**src/rtl/spi_pkg.sv**
```systemverilog
// Shared types for the SPI master: FSM state encoding and the captured {CPOL,CPHA} mode.
package spi_pkg;

    typedef enum logic [1:0] {
        IDLE  = 2'd0,
        XFER  = 2'd1,
        TRAIL = 2'd2
    } spi_state_t;

    typedef struct packed {
        logic cpol;
        logic cpha;
    } spi_mode_t;

endpackage

```
**src/rtl/spi_clkgen.sv**
```systemverilog
// SPI bit-clock timing: divider counter, sclk edge counter and leading/trailing edge strobes.
module spi_clkgen #(
    parameter int DATA_W  = 12,
    parameter int CLK_DIV = 10
) (
    input  logic clk,
    input  logic rst,
    input  logic en,
    input  logic xfer,
    output logic tick,
    output logic lead,
    output logic trail,
    output logic first_edge,
    output logic last_edge
);

    localparam int DIV_W  = $clog2(CLK_DIV + 1);
    localparam int EDGE_W = $clog2(2 * DATA_W + 1);

    logic [DIV_W-1:0]  div_cnt;
    logic [EDGE_W-1:0] edge_cnt;

    // tick marks the last clk of a half-period; the sclk edge becomes visible one clk later
    assign tick = en && (div_cnt == DIV_W'(CLK_DIV - 1));

    always_ff @(posedge clk) begin
        if (rst || !en || tick) begin
            div_cnt <= '0;
        end else begin
            div_cnt <= div_cnt + 1'b1;
        end
    end

    always_ff @(posedge clk) begin
        if (rst || !xfer) begin
            edge_cnt <= '0;
        end else if (tick) begin
            edge_cnt <= edge_cnt + 1'b1;
        end
    end

    // edge_cnt holds completed edges, so an even count means the coming edge is a leading one
    assign lead       = xfer && tick && !edge_cnt[0];
    assign trail      = xfer && tick && edge_cnt[0];
    assign first_edge = (edge_cnt == '0);
    assign last_edge  = (edge_cnt == EDGE_W'(2 * DATA_W - 1));

endmodule

```
**src/rtl/spi_master_mode.sv**
```systemverilog
// SPI master with run-time selectable mode {CPOL,CPHA}; sclk is a divided data signal.
// Optional macro SPI_MASTER_LOOPBACK_EN samples mosi instead of miso.
module spi_master_mode
    import spi_pkg::*;
#(
    parameter int DATA_W    = 12,
    parameter int CLK_DIV   = 10,
    parameter int MSB_FIRST = 0
) (
    input  logic              clk,
    input  logic              rst,
    input  logic              newd,
    input  logic [DATA_W-1:0] din,
    input  logic [1:0]        mode,
    input  logic              miso,
    output logic              sclk,
    output logic              cs,
    output logic              mosi,
    output logic [DATA_W-1:0] dout,
    output logic              busy,
    output logic              done
);

    spi_state_t        state, state_next;
    spi_mode_t         mode_q;
    logic [DATA_W-1:0] tx_sr, rx_sr;
    logic              xfer, tick, lead, trail, first_edge, last_edge;
    logic              accept, advance, sample, finish, in_bit;

    assign xfer = (state == XFER);
    assign busy = (state != IDLE);
    assign cs   = ~busy;

`ifdef SPI_MASTER_LOOPBACK_EN
    logic unused_miso;
    assign unused_miso = miso;
    assign in_bit      = mosi;
`else
    assign in_bit = miso;
`endif

    spi_clkgen #(
        .DATA_W (DATA_W),
        .CLK_DIV(CLK_DIV)
    ) u_clkgen (
        .clk       (clk),
        .rst       (rst),
        .en        (busy),
        .xfer      (xfer),
        .tick      (tick),
        .lead      (lead),
        .trail     (trail),
        .first_edge(first_edge),
        .last_edge (last_edge)
    );

    always_ff @(posedge clk) begin
        if (rst) begin
            state <= IDLE;
        end else begin
            state <= state_next;
        end
    end

    always_comb begin
        state_next = state;
        case (state)
            IDLE:    if (newd) state_next = XFER;
            XFER:    if (trail && last_edge) state_next = TRAIL;
            TRAIL:   if (tick) state_next = IDLE;
            default: state_next = IDLE;
        endcase
    end

    always_comb begin
        accept = (state == IDLE) && newd;
        finish = (state == TRAIL) && tick;
        // CPHA=1 keeps bit 0 through the first leading edge; CPHA=0 holds the last bit past the final edge
        if (mode_q.cpha) begin
            advance = lead && !first_edge;
            sample  = trail;
        end else begin
            advance = trail && !last_edge;
            sample  = lead;
        end
    end

    always_ff @(posedge clk) begin
        if (rst) begin
            sclk   <= 1'b0;
            mosi   <= 1'b0;
            done   <= 1'b0;
            dout   <= '0;
            mode_q <= '0;
        end else begin
            done <= finish;
            if (accept) begin
                mode_q <= spi_mode_t'(mode);
                sclk   <= mode[1];
                mosi   <= (MSB_FIRST != 0) ? din[DATA_W-1] : din[0];
            end else if (xfer && tick) begin
                sclk <= ~sclk;
            end
            if (advance) begin
                mosi <= (MSB_FIRST != 0) ? tx_sr[DATA_W-1] : tx_sr[0];
            end
            if (finish) begin
                mosi <= 1'b0;
                dout <= rx_sr;
            end
        end
    end

    always_ff @(posedge clk) begin
        if (accept) begin
            tx_sr <= (MSB_FIRST != 0) ? (din << 1) : (din >> 1);
        end else if (advance) begin
            tx_sr <= (MSB_FIRST != 0) ? (tx_sr << 1) : (tx_sr >> 1);
        end
        if (sample) begin
            rx_sr <= (MSB_FIRST != 0) ? {rx_sr[DATA_W-2:0], in_bit}
                                      : {in_bit, rx_sr[DATA_W-1:1]};
        end
    end

endmodule
```
**config.mk**
```make
export PLATFORM = sky130hd
export DESIGN_NAME = spi_master_mode
export DESIGN_NICKNAME = d
export VERILOG_FILES = /design/src/rtl/spi_pkg.sv /design/src/rtl/spi_clkgen.sv /design/src/rtl/spi_master_mode.sv
export SDC_FILE = /design/constraint.sdc
export NUM_CORES = 1
export LEC_CHECK = 0
export BUFFER_PORTS_ARGS = -buffer_cell sky130_fd_sc_hd__clkbuf_2
export CORE_UTILIZATION = 55
export CTS_CLUSTER_SIZE = 14
export DETAILED_ROUTE_END_ITERATION = 12
export PLACE_DENSITY = 0.78
export SLEW_MARGIN = 30
export SYNTH_ARGS = -nofsm -noshare
export SYNTH_HDL_FRONTEND = slang
export SYNTH_HIERARCHICAL = 1
export SYNTH_SLANG_ARGS = --single-unit
export TNS_END_PERCENT = 50
```
**constraint.sdc**
```tcl
create_clock -name clk -period 6.1 [get_ports clk]
set_input_delay 0.305 -clock clk [delete_from_list [all_inputs] [get_ports clk]]
set_output_delay 0.305 -clock clk [all_outputs]
set_load 0.01 [all_outputs]
```
==> metrics, run 1 <==
status=finished clean; wire length reported by the detailed router=~3500 um; sequential share of power=between 60% and 70%; net switching power=between 0.1 and 0.15 mW; maximum number of pins on one net before global-route repair=18; net switching share of the total power=~23%; total number of vias=1347; clock sink total=50; total number of yosys warnings=6; number of setup violations in the final report=0; overflow left after global routing=0; Post-Route Skew=between 10 and 15 ps; hold buffers post-CTS=0; area taken by flip-flops and latches=about 1200 um^2; type of the tightest min-delay check=input pin to flop; fillers=between 200 and 300; Fin Setup TNS=0 ps; number of standard-cell rows in the floorplan=21; final hold violation count=0; number of antenna violations at the first check in global routing=0; clock period minus worst slack=2450 ps; Die W=just over 60 um; clock edge transition at the registers on the reported setup and hold paths=150 ps; IO Pins=35; fraction of final layout cells sized beyond drive strength 1=roughly 22%; PD cells=269 nW/um^2; standard cell core area=~3400 um^2; final period utilization=40.2%; total leakage power=0.941 nW; average cell area after synthesis=about 11 um^2; Worst IR Drop VDD=0.230 mV; number of buffers between clock root and the deepest sink=2; routed len/inst=approximately 14 um; max frequency=408 MHz; DR vias/cell=around 5.3; gate count of the mapped netlist=171; slew of the pin with the lowest slew margin=797 ps; DIE AREA=roughly 3800 um^2; Maximum Capacitance Violations=0; number of CTS-inserted buffers=5; Synth top cells by count=sky130_fd_sc_hd__nand2_1 (40), sky130_fd_sc_hd__dfxtp_1 (27), sky130_fd_sc_hd__edfxtp_1 (23); critical setup path kind=flop to flop; share of synthesized registers carrying an async set or reset=0%; kind of capture point of the worst setup path=flop; insertion delay of the later-clocked pin in the worst-skew pair=approximately 380 ps; signal arrival time at the worst endpoint=between 2000 and 3000 ps; worst hold margin=84.2 ps; diode count=0; Worst Setup Slack, final=around 3700 ps; ys flop type=sky130_fd_sc_hd__dfxtp_1; RSZ-0062 raised after global routing=no; maximum level of the CTS H-tree=2; synthesis-to-layout area growth=15.1%; combinational power share=a little under 6%; Max Slew Vio Count=0; initial core utilization=between 50% and 60%; net total in the final layout=230; Total Power=0.599 mW; number of input and output port buffers inserted=34; post-synth design cell area=slightly below 2000 um^2; number of synthesized flops with an enable pin=23; Yosys reg bits=50; initial DRC count=36; utilization after layout=around 66%; worst max-slew margin expressed relative to the limit=46.7%; area share of the leading cell type in the synthesized netlist=35.7%; cell-internal power=about 0.46 mW; synthesized netlist net count=just under 200; most frequent cell after synthesis=sky130_fd_sc_hd__nand2_1; kind of launch point of the worst setup path=flop; largest cells by area after synthesis=sky130_fd_sc_hd__edfxtp_1 (36%), sky130_fd_sc_hd__dfxtp_1 (28%), sky130_fd_sc_hd__nand2_1 (7.8%); detailed placement HPWL=2500 um; clock network fraction of design power=33.2%; number of optimization iterations in the first detailed-route pass=4; required time of the critical path=between 6000 and 7000 ps; post-synthesis cell type with the largest combined area=sky130_fd_sc_hd__edfxtp_1; number of resized instances in the post-cts repair step=0; maximum fanout along the worst path=11; root buffer cell=sky130_fd_sc_hd__clkbuf_4; wire length of the first global-routing pass=~5600 um; Placement Setup Slack=between 3000 and 4000 ps; RePlAce Congestion=0.743; Vert. Die Dim=between 60 and 70 um; antenna viol nets, final=0; Multi-input gate area=approximately 650 um^2; combined global-route utilization of all metal layers=21.6%; vias in the first global route=between 1000 and 1500; sequential-to-total area share from yosys stat=a little under two thirds; drc violations=0; TritonCTS clock tree=done; number of buffers inserted by post-CTS setup repair=0; Distinct cells, synth=29
==> logic make-up after synthesis <==
logic type	after synthesis	synth area share [%]
and+or+nand+nor	74	18.8
DFF	50	63.7
AOI/OAI and AO/OA	28	10.4
buffers and inverters	11	2.59
adders and majority gates	4	2.59
xor gates and xnor gates	3	1.36
muxes	1	0.582
==> path summary, 6_finish.rpt <==
kind                                                      from                  end  slack (ps)  cells past startpoint
worst max-delay path            u_clkgen/div_cnt[0]$_SDFF_PP0_   tx_sr[9]$_DFFE_PP_        3650                      7
worst max register to register  u_clkgen/div_cnt[0]$_SDFF_PP0_   tx_sr[9]$_DFFE_PP_        3650                      7
worst min-delay path                                      miso  rx_sr[11]$_DFFE_PP_          80                      1
worst min register to register              rx_sr[2]$_DFFE_PP_   rx_sr[1]$_DFFE_PP_         470                      0
==> cell usage in the layout (no fill, tap or decap), types with 2 or more instances in the layout <==
master	Yosys	final
sky130_fd_sc_hd__edfxtp_1	23	23
sky130_fd_sc_hd__clkbuf_4	0	5
sky130_fd_sc_hd__nand3_1	3	3
sky130_fd_sc_hd__nor2b_1	3	3
sky130_fd_sc_hd__a22o_1	12	12
sky130_fd_sc_hd__clkbuf_2	0	34
sky130_fd_sc_hd__or3_1	4	4
sky130_fd_sc_hd__xor2_1	2	2
sky130_fd_sc_hd__nor3b_1	2	2
sky130_fd_sc_hd__nor2_1	12	12
sky130_fd_sc_hd__ha_1	4	4
sky130_fd_sc_hd__nand2b_1	2	2
sky130_fd_sc_hd__nand2_1	40	40
sky130_fd_sc_hd__a21oi_1	7	7
sky130_fd_sc_hd__inv_6	0	2
sky130_fd_sc_hd__o21ai_0	4	4
sky130_fd_sc_hd__dfxtp_1	27	27
sky130_fd_sc_hd__inv_1	6	6
sky130_fd_sc_hd__nand3b_1	2	2
sky130_fd_sc_hd__a211oi_1	3	3
==> power groups by stage <==
stage / registers, mW / logic [mW] / clock network, mW
floorplan: 0.371 / 0.0225 / 0
global placement: 0.371 / 0.0342 / 0
detailed placement: 0.372 / 0.0355 / 0
CTS: 0.365 / 0.0361 / 0.202
global route: 0.366 / 0.0401 / 0.215
finish: 0.365 / 0.0355 / 0.199
==> critical path, cell delays in order, from the launching register on <==
cell and delay (ps):
sky130_fd_sc_hd__dfxtp_1 420, sky130_fd_sc_hd__ha_1 250, sky130_fd_sc_hd__nand4b_4 160, sky130_fd_sc_hd__inv_1 190, sky130_fd_sc_hd__nand2_1 110, sky130_fd_sc_hd__nor2_1 200
sky130_fd_sc_hd__nor3b_1 360, sky130_fd_sc_hd__or3_1 440
==> state kept, by name (all words and copies together), names as in the netlist <==
name	count
done	1
u_clkgen/div_cnt	4
state	2
dout	12
mosi	1
mode_q	1
tx_sr	11
u_clkgen/edge_cnt	5
sclk	1
rx_sr	12
==> layout make-up <==
cell class / instances / share of cell area, %
clock buffers: 5 / 1.69
clock inverters: 3 / 2.14
inverters: 6 / 1.01
multi-input cells: 110 / 29.3
flip-flops and latches: 50 / 55.3
well taps: 46 / 2.59
repair buffers: 35 / 7.98
==> metal layers <==
| metal | vias to the layer above | track usage (%) | part of all wire, % |
|---|---|---|---|
| met2 | 36 | 34.9 | 47 |
| li1 | 675 | - | - |
| met3 | 7 | 5.67 | 5.2 |
| met4 | 0 | 10.7 | 2.0 |
| met5 | - | 0 | 0 |
| met1 | 629 | 26.8 | 45 |
==> metrics by stage <==
stage / cells / area, um^2
after floorplan: 171 / 1930
after global placement: 247 / 2140
after detailed placement: 247 / 2140
after CTS: 255 / 2230
after global routing: 255 / 2230
final: 255 / 2230
Power figures use the tool's default switching activity.
==> run 2: changes to the inputs <==
Settings changed: CORE_UTILIZATION 55 to 49, PLACE_DENSITY 0.78 to 0.73.
Clock period 6.1 ns to 2.2 ns, I/O delays scaled along.
==> run 2 against run 1 <==
  * Clock-buffer cell count unchanged
  * Critical path depth increased by 1
  * Sequential cell count unchanged
  * Cell count increased by 2.7%
  * Maximum frequency increased by 25%
  * Global-route usage decreased by 2.6 points
  * First-iteration DRC count increased by 89%
  * Critical path type unchanged
==> metrics, run 2 (synthesis gave the netlist of run 1 again) <==
IO Pins=35 (unchanged); type of the tightest min-delay check=input pin to flop; number of antenna violations at the first check in global routing=0 (unchanged); initial core utilization=52.0% (-5.5 points); DR vias/cell=5.24 (-0.79%); final period utilization=89.0% (+49 points); slew of the pin with the lowest slew margin=496 ps (-301 ps); overflow left after global routing=0 (unchanged); wire length of the first global-routing pass=5800 um (+3.2%); drc violations=0 (unchanged); root buffer cell=sky130_fd_sc_hd__clkbuf_8; worst hold margin=37.1 ps (-47.1 ps); Fin Setup TNS=0 ps (unchanged); maximum level of the CTS H-tree=2 (unchanged); required time of the critical path=2220 ps (-3930 ps); Maximum Capacitance Violations=0 (unchanged); combined global-route utilization of all metal layers=18.9% (-2.6 points); Total Power=1.68 mW (+180%); Die W=64.8 um (+5.8%); leading cell types in the layout, fill and taps excluded=sky130_fd_sc_hd__nand2_1 (40), sky130_fd_sc_hd__clkbuf_2 (34), sky130_fd_sc_hd__dfxtp_1 (27); number of optimization iterations in the first detailed-route pass=4 (unchanged); clock edge transition at the registers on the reported setup and hold paths=110 ps (-40 ps); initial DRC count=68 (+89%); RSZ-0062 raised after global routing=no; clock sink total=50 (unchanged); antenna viol nets, final=0 (unchanged); number of standard-cell rows in the floorplan=22 (+4.8%); maximum fanout along the worst path=11 (unchanged); wire length reported by the detailed router=3460 um (-0.83%); placed standard-cell area=2170 um^2 (+1.5%); Max Slew Vio Count=0 (unchanged); insertion delay of the later-clocked pin in the worst-skew pair=320 ps (-60 ps); critical setup path kind=flop to flop; total number of vias=1373 (+1.9%); diode count=0 (unchanged); maximum number of pins on one net before global-route repair=19 (+1); number of CTS-inserted buffers=5 (unchanged); TritonCTS clock tree=done; vias in the first global route=1287 (+1.6%); dpl cells=253 (+2.4%); post-layout instance count excluding filler cells=262 (+2.7%); number of input and output port buffers inserted=34 (unchanged); kind of launch point of the worst setup path=flop; detailed placement HPWL=2490 um (-0.49%); DIE AREA=4200 um^2 (+12%); clock period minus worst slack=1960 ps (-491 ps); Vert. Die Dim=64.8 um (+5.8%); most common cell after layout, fill and taps aside=sky130_fd_sc_hd__nand2_1; kind of capture point of the worst setup path=flop; number of setup violations in the final report=0 (unchanged); total leakage power=0.973 nW (+3.4%); RePlAce Congestion=0.816 (+9.9%); Layout Cell Area excl Fill=2290 um^2 (+2.8%); synthesis-to-layout area growth=18.4%; status=finished clean; largest registers=dout (12), rx_sr (12), tx_sr (11); PD cells=733 nW/um^2 (+170%); signal arrival time at the worst endpoint=1970 ps (-530 ps); number of buffers inserted by post-CTS setup repair=0 (unchanged); number of buffers between clock root and the deepest sink=2 (unchanged); fraction of final layout cells sized beyond drive strength 1=24.3% (+2.3 points); Post-Route Skew=15.0 ps (+3.78 ps); max frequency=511 MHz (+25%); routed len/inst=13.2 um (-3.5%); standard cell core area=3720 um^2 (+10%); net total in the final layout=235 (+2.2%); final hold violation count=0 (unchanged); worst max-slew margin expressed relative to the limit=66.8% (+20 points); Worst IR Drop VDD=0.294 mV (+28%)
run 2: final cells by class:
cell class                 instances  area (um^2)
fill                             308         1430
multi-input combinational        110          659
clock buffer                       5         68.8
clock inverter                     3         28.8
sequential                        50         1230
timing repair buffer              40          218
inverter                           6         22.5
tap                               48         60.1
run 2: metrics by stage:
| stage | util (%) | worst slack [ps] |
|---|---|---|
| after floorplan | - | 33.9 |
| after global placement | 58.5 | 183 |
| after detailed placement | 58.5 | 59.8 |
| after CTS | 61.4 | 32.4 |
| after global routing | 61.6 | 85.6 |
| final | 61.6 | 242 |
run 2: path summary, 6_finish.rpt:
path,slack [ps],startpoint,to,cells after the start
max,240,state[0]$_SDFFE_PP0P_,tx_sr[9]$_DFFE_PP_,8
min,40,din[0],mosi$_SDFFE_PP0P_,3
max reg2reg,240,state[0]$_SDFFE_PP0P_,tx_sr[9]$_DFFE_PP_,8
min reg2reg,460,rx_sr[8]$_DFFE_PP_,rx_sr[7]$_DFFE_PP_,0
run 2: layer usage:
metal,track usage (%),wire (um)
met5,0,0
met4,9.72,62
met3,5.99,178
met2,29.0,1650
met1,23.8,1570
run 2: timing repair:
action,4_1_cts,5_1_grt
endpoints found under the hold margin,1,0
hold buffers,1,0
setup endpoints to repair,0,23
resized for setup,0,2
run 2: critical path, stage by stage (launching register included):
cell and delay [ps]:
sky130_fd_sc_hd__dfxtp_1 440, sky130_fd_sc_hd__nor2_1 80, sky130_fd_sc_hd__inv_1 120, sky130_fd_sc_hd__nand4b_4 160, sky130_fd_sc_hd__inv_1 110, sky130_fd_sc_hd__nand2_1 70
sky130_fd_sc_hd__nor2_1 130, sky130_fd_sc_hd__nor3b_1 270, sky130_fd_sc_hd__or3_4 270
run 2: report_power, final:
part | internal, mW | switching, mW
clock network | 0.238 | 0.328
logic | 0.0416 | 0.0595
registers | 0.998 | 0.0117
total | 1.28 | 0.399
==> run 3: changes to the inputs <==
Settings changed: MAX_ROUTING_LAYER set to met4.
==> run 3 against run 2 <==
  * Cell area did not move
  * Die area did not move
  * Sequential share of layout area did not move
  * Register-to-register slack barely moved
  * Critical path type unchanged
  * Critical endpoint unchanged
  * Largest cell class unchanged
  * Largest power group unchanged
==> metrics, run 3 (synthesis gave the netlist of run 1 again) <==
initial core utilization=52.0% (unchanged); combined global-route utilization of all metal layers=19.4% (+0.53 points); DIE AREA=4200 um^2 (unchanged); Fin Setup TNS=0 ps (unchanged); clock sink total=50 (unchanged); maximum level of the CTS H-tree=2 (unchanged); final period utilization=89.1% (about the same); Worst IR Drop VDD=0.293 mV (-0.19%); initial DRC count=67 (-1.5%); most common cell after layout, fill and taps aside=sky130_fd_sc_hd__nand2_1; number of CTS-inserted buffers=5 (unchanged); type of the tightest min-delay check=input pin to flop; number of antenna violations at the first check in global routing=0 (unchanged); clock period minus worst slack=1960 ps (+1.63 ps); total number of vias=1363 (-0.73%); Total Power=1.68 mW (about the same); synthesis-to-layout area growth=18.4% (unchanged); worst hold margin=36.8 ps (-0.293 ps); vias in the first global route=1286 (-0.078%); leading cell types in the layout, fill and taps excluded=sky130_fd_sc_hd__nand2_1 (40), sky130_fd_sc_hd__clkbuf_2 (34), sky130_fd_sc_hd__dfxtp_1 (27); TritonCTS clock tree=done; slew of the pin with the lowest slew margin=489 ps (-6.32 ps); overflow left after global routing=0 (unchanged); number of input and output port buffers inserted=34 (unchanged); diode count=0 (unchanged); final hold violation count=0 (unchanged); Post-Route Skew=14.6 ps (-0.340 ps); post-layout instance count excluding filler cells=262 (unchanged); largest registers=dout (12), rx_sr (12), tx_sr (11); RePlAce Congestion=0.829 (+1.5%); routed len/inst=13.2 um (about the same); dpl cells=253 (unchanged); number of buffers between clock root and the deepest sink=2 (unchanged); placed standard-cell area=2170 um^2 (unchanged); PD cells=733 nW/um^2 (about the same); Die W=64.8 um (unchanged); required time of the critical path=2220 ps (about the same); critical setup path kind=flop to flop; maximum number of pins on one net before global-route repair=19 (unchanged); Maximum Capacitance Violations=0 (unchanged); Vert. Die Dim=64.8 um (unchanged); antenna viol nets, final=0 (unchanged); cell-internal power=1.28 mW (about the same); kind of capture point of the worst setup path=flop; wire length reported by the detailed router=3460 um (about the same); standard cell core area=3720 um^2 (unchanged); RSZ-0062 raised after global routing=no; sum of met2 wire segment lengths after detailed routing=1670 um (+0.91%); kind of launch point of the worst setup path=flop; max frequency=510 MHz (about the same); maximum fanout along the worst path=11 (unchanged); number of standard-cell rows in the floorplan=22 (unchanged); worst max-slew margin expressed relative to the limit=67.2% (+0.42 points); fraction of final layout cells sized beyond drive strength 1=24.3% (unchanged); number of optimization iterations in the first detailed-route pass=4 (unchanged); Max Slew Vio Count=0 (unchanged); IO Pins=35 (unchanged); net switching power=0.399 mW (about the same); insertion delay of the later-clocked pin in the worst-skew pair=320 ps (about the same); DR vias/cell=5.20 (-0.73%); total leakage power=0.973 nW (unchanged); detailed placement HPWL=2490 um (unchanged); Detail Route met3 WL=136 um (-24%); DRT met1 WL=1600 um (+1.7%); number of setup violations in the final report=0 (unchanged); combinational power share=6.0% (about the same); wire length of the first global-routing pass=5800 um (+0.10%); sequential share of power=60.2% (about the same); root buffer cell=sky130_fd_sc_hd__clkbuf_8; status=finished clean; clock edge transition at the registers on the reported setup and hold paths=110 ps (about the same); net total in the final layout=235 (unchanged); Layout Cell Area excl Fill=2290 um^2 (unchanged); clock network fraction of design power=33.7% (about the same); signal arrival time at the worst endpoint=1980 ps (about the same); top sig layer=met4; net switching share of the total power=23.8% (about the same); drc violations=0 (unchanged)
run 3: cell counts in the layout (fill, tap and decap cells not counted):
Identical to the previous run, type by type.
run 3: final timing paths:
path                            cells after the start                  start  slack, ps                  to
worst max-delay path                                8  state[0]$_SDFFE_PP0P_        240  tx_sr[9]$_DFFE_PP_
worst min-delay path                                3                 din[0]         40   mosi$_SDFFE_PP0P_
worst max register to register                      8  state[0]$_SDFFE_PP0P_        240  tx_sr[9]$_DFFE_PP_
worst min register to register                      0     rx_sr[8]$_DFFE_PP_        460  rx_sr[7]$_DFFE_PP_
run 3: routing by layer:
| layer | vias to the layer above | GRT usage [%] |
|---|---|---|
| li1 | 682 | - |
| met1 | 648 | 24.3 |
| met2 | 29 | 29.0 |
| met3 | 4 | 5.28 |
| met4 | 0 | 9.72 |
| met5 | - | - |
run 3: stage by stage:
step,util [%],worst slack [ps]
CTS,61.4,32.4
floorplan,-,33.9
global route,61.6,85.6
global placement,58.5,183
detailed placement,58.5,59.8
finish,61.6,240
run 3: power by group through the flow:
stage / logic, mW / registers [mW] / clock network [mW]
CTS: 0.101 / 1.01 / 0.579
finish: 0.101 / 1.01 / 0.566
floorplan: 0.0625 / 1.03 / 0
global placement: 0.0935 / 1.03 / 0
global route: 0.116 / 1.01 / 0.620
detailed placement: 0.0993 / 1.03 / 0
run 3: what timing repair did:
action	4_1_cts	5_1_grt
gates resized for setup	0	2
endpoints found under the setup margin	0	23
buffers inserted	0	0
hold endpoints to repair	1	0
hold buffers	1	0
run 3: critical path, cell delays in order (launching register included):
cell and delay, ps:
sky130_fd_sc_hd__dfxtp_1 440, sky130_fd_sc_hd__nor2_1 80, sky130_fd_sc_hd__inv_1 120, sky130_fd_sc_hd__nand4b_4 160, sky130_fd_sc_hd__inv_1 110, sky130_fd_sc_hd__nand2_1 70, sky130_fd_sc_hd__nor2_1 130, sky130_fd_sc_hd__nor3b_1 280
sky130_fd_sc_hd__or3_4 270
run 3: layout make-up:
type                            count  area [um^2]
Fill cell                         308         1430
Sequential cell                    50         1230
Multi-Input combinational cell    110          659
Timing Repair Buffer               40          218
Clock buffer                        5         68.8
Tap cell                           48         60.1
Clock inverter                      3         28.8
Inverter                            6         22.5
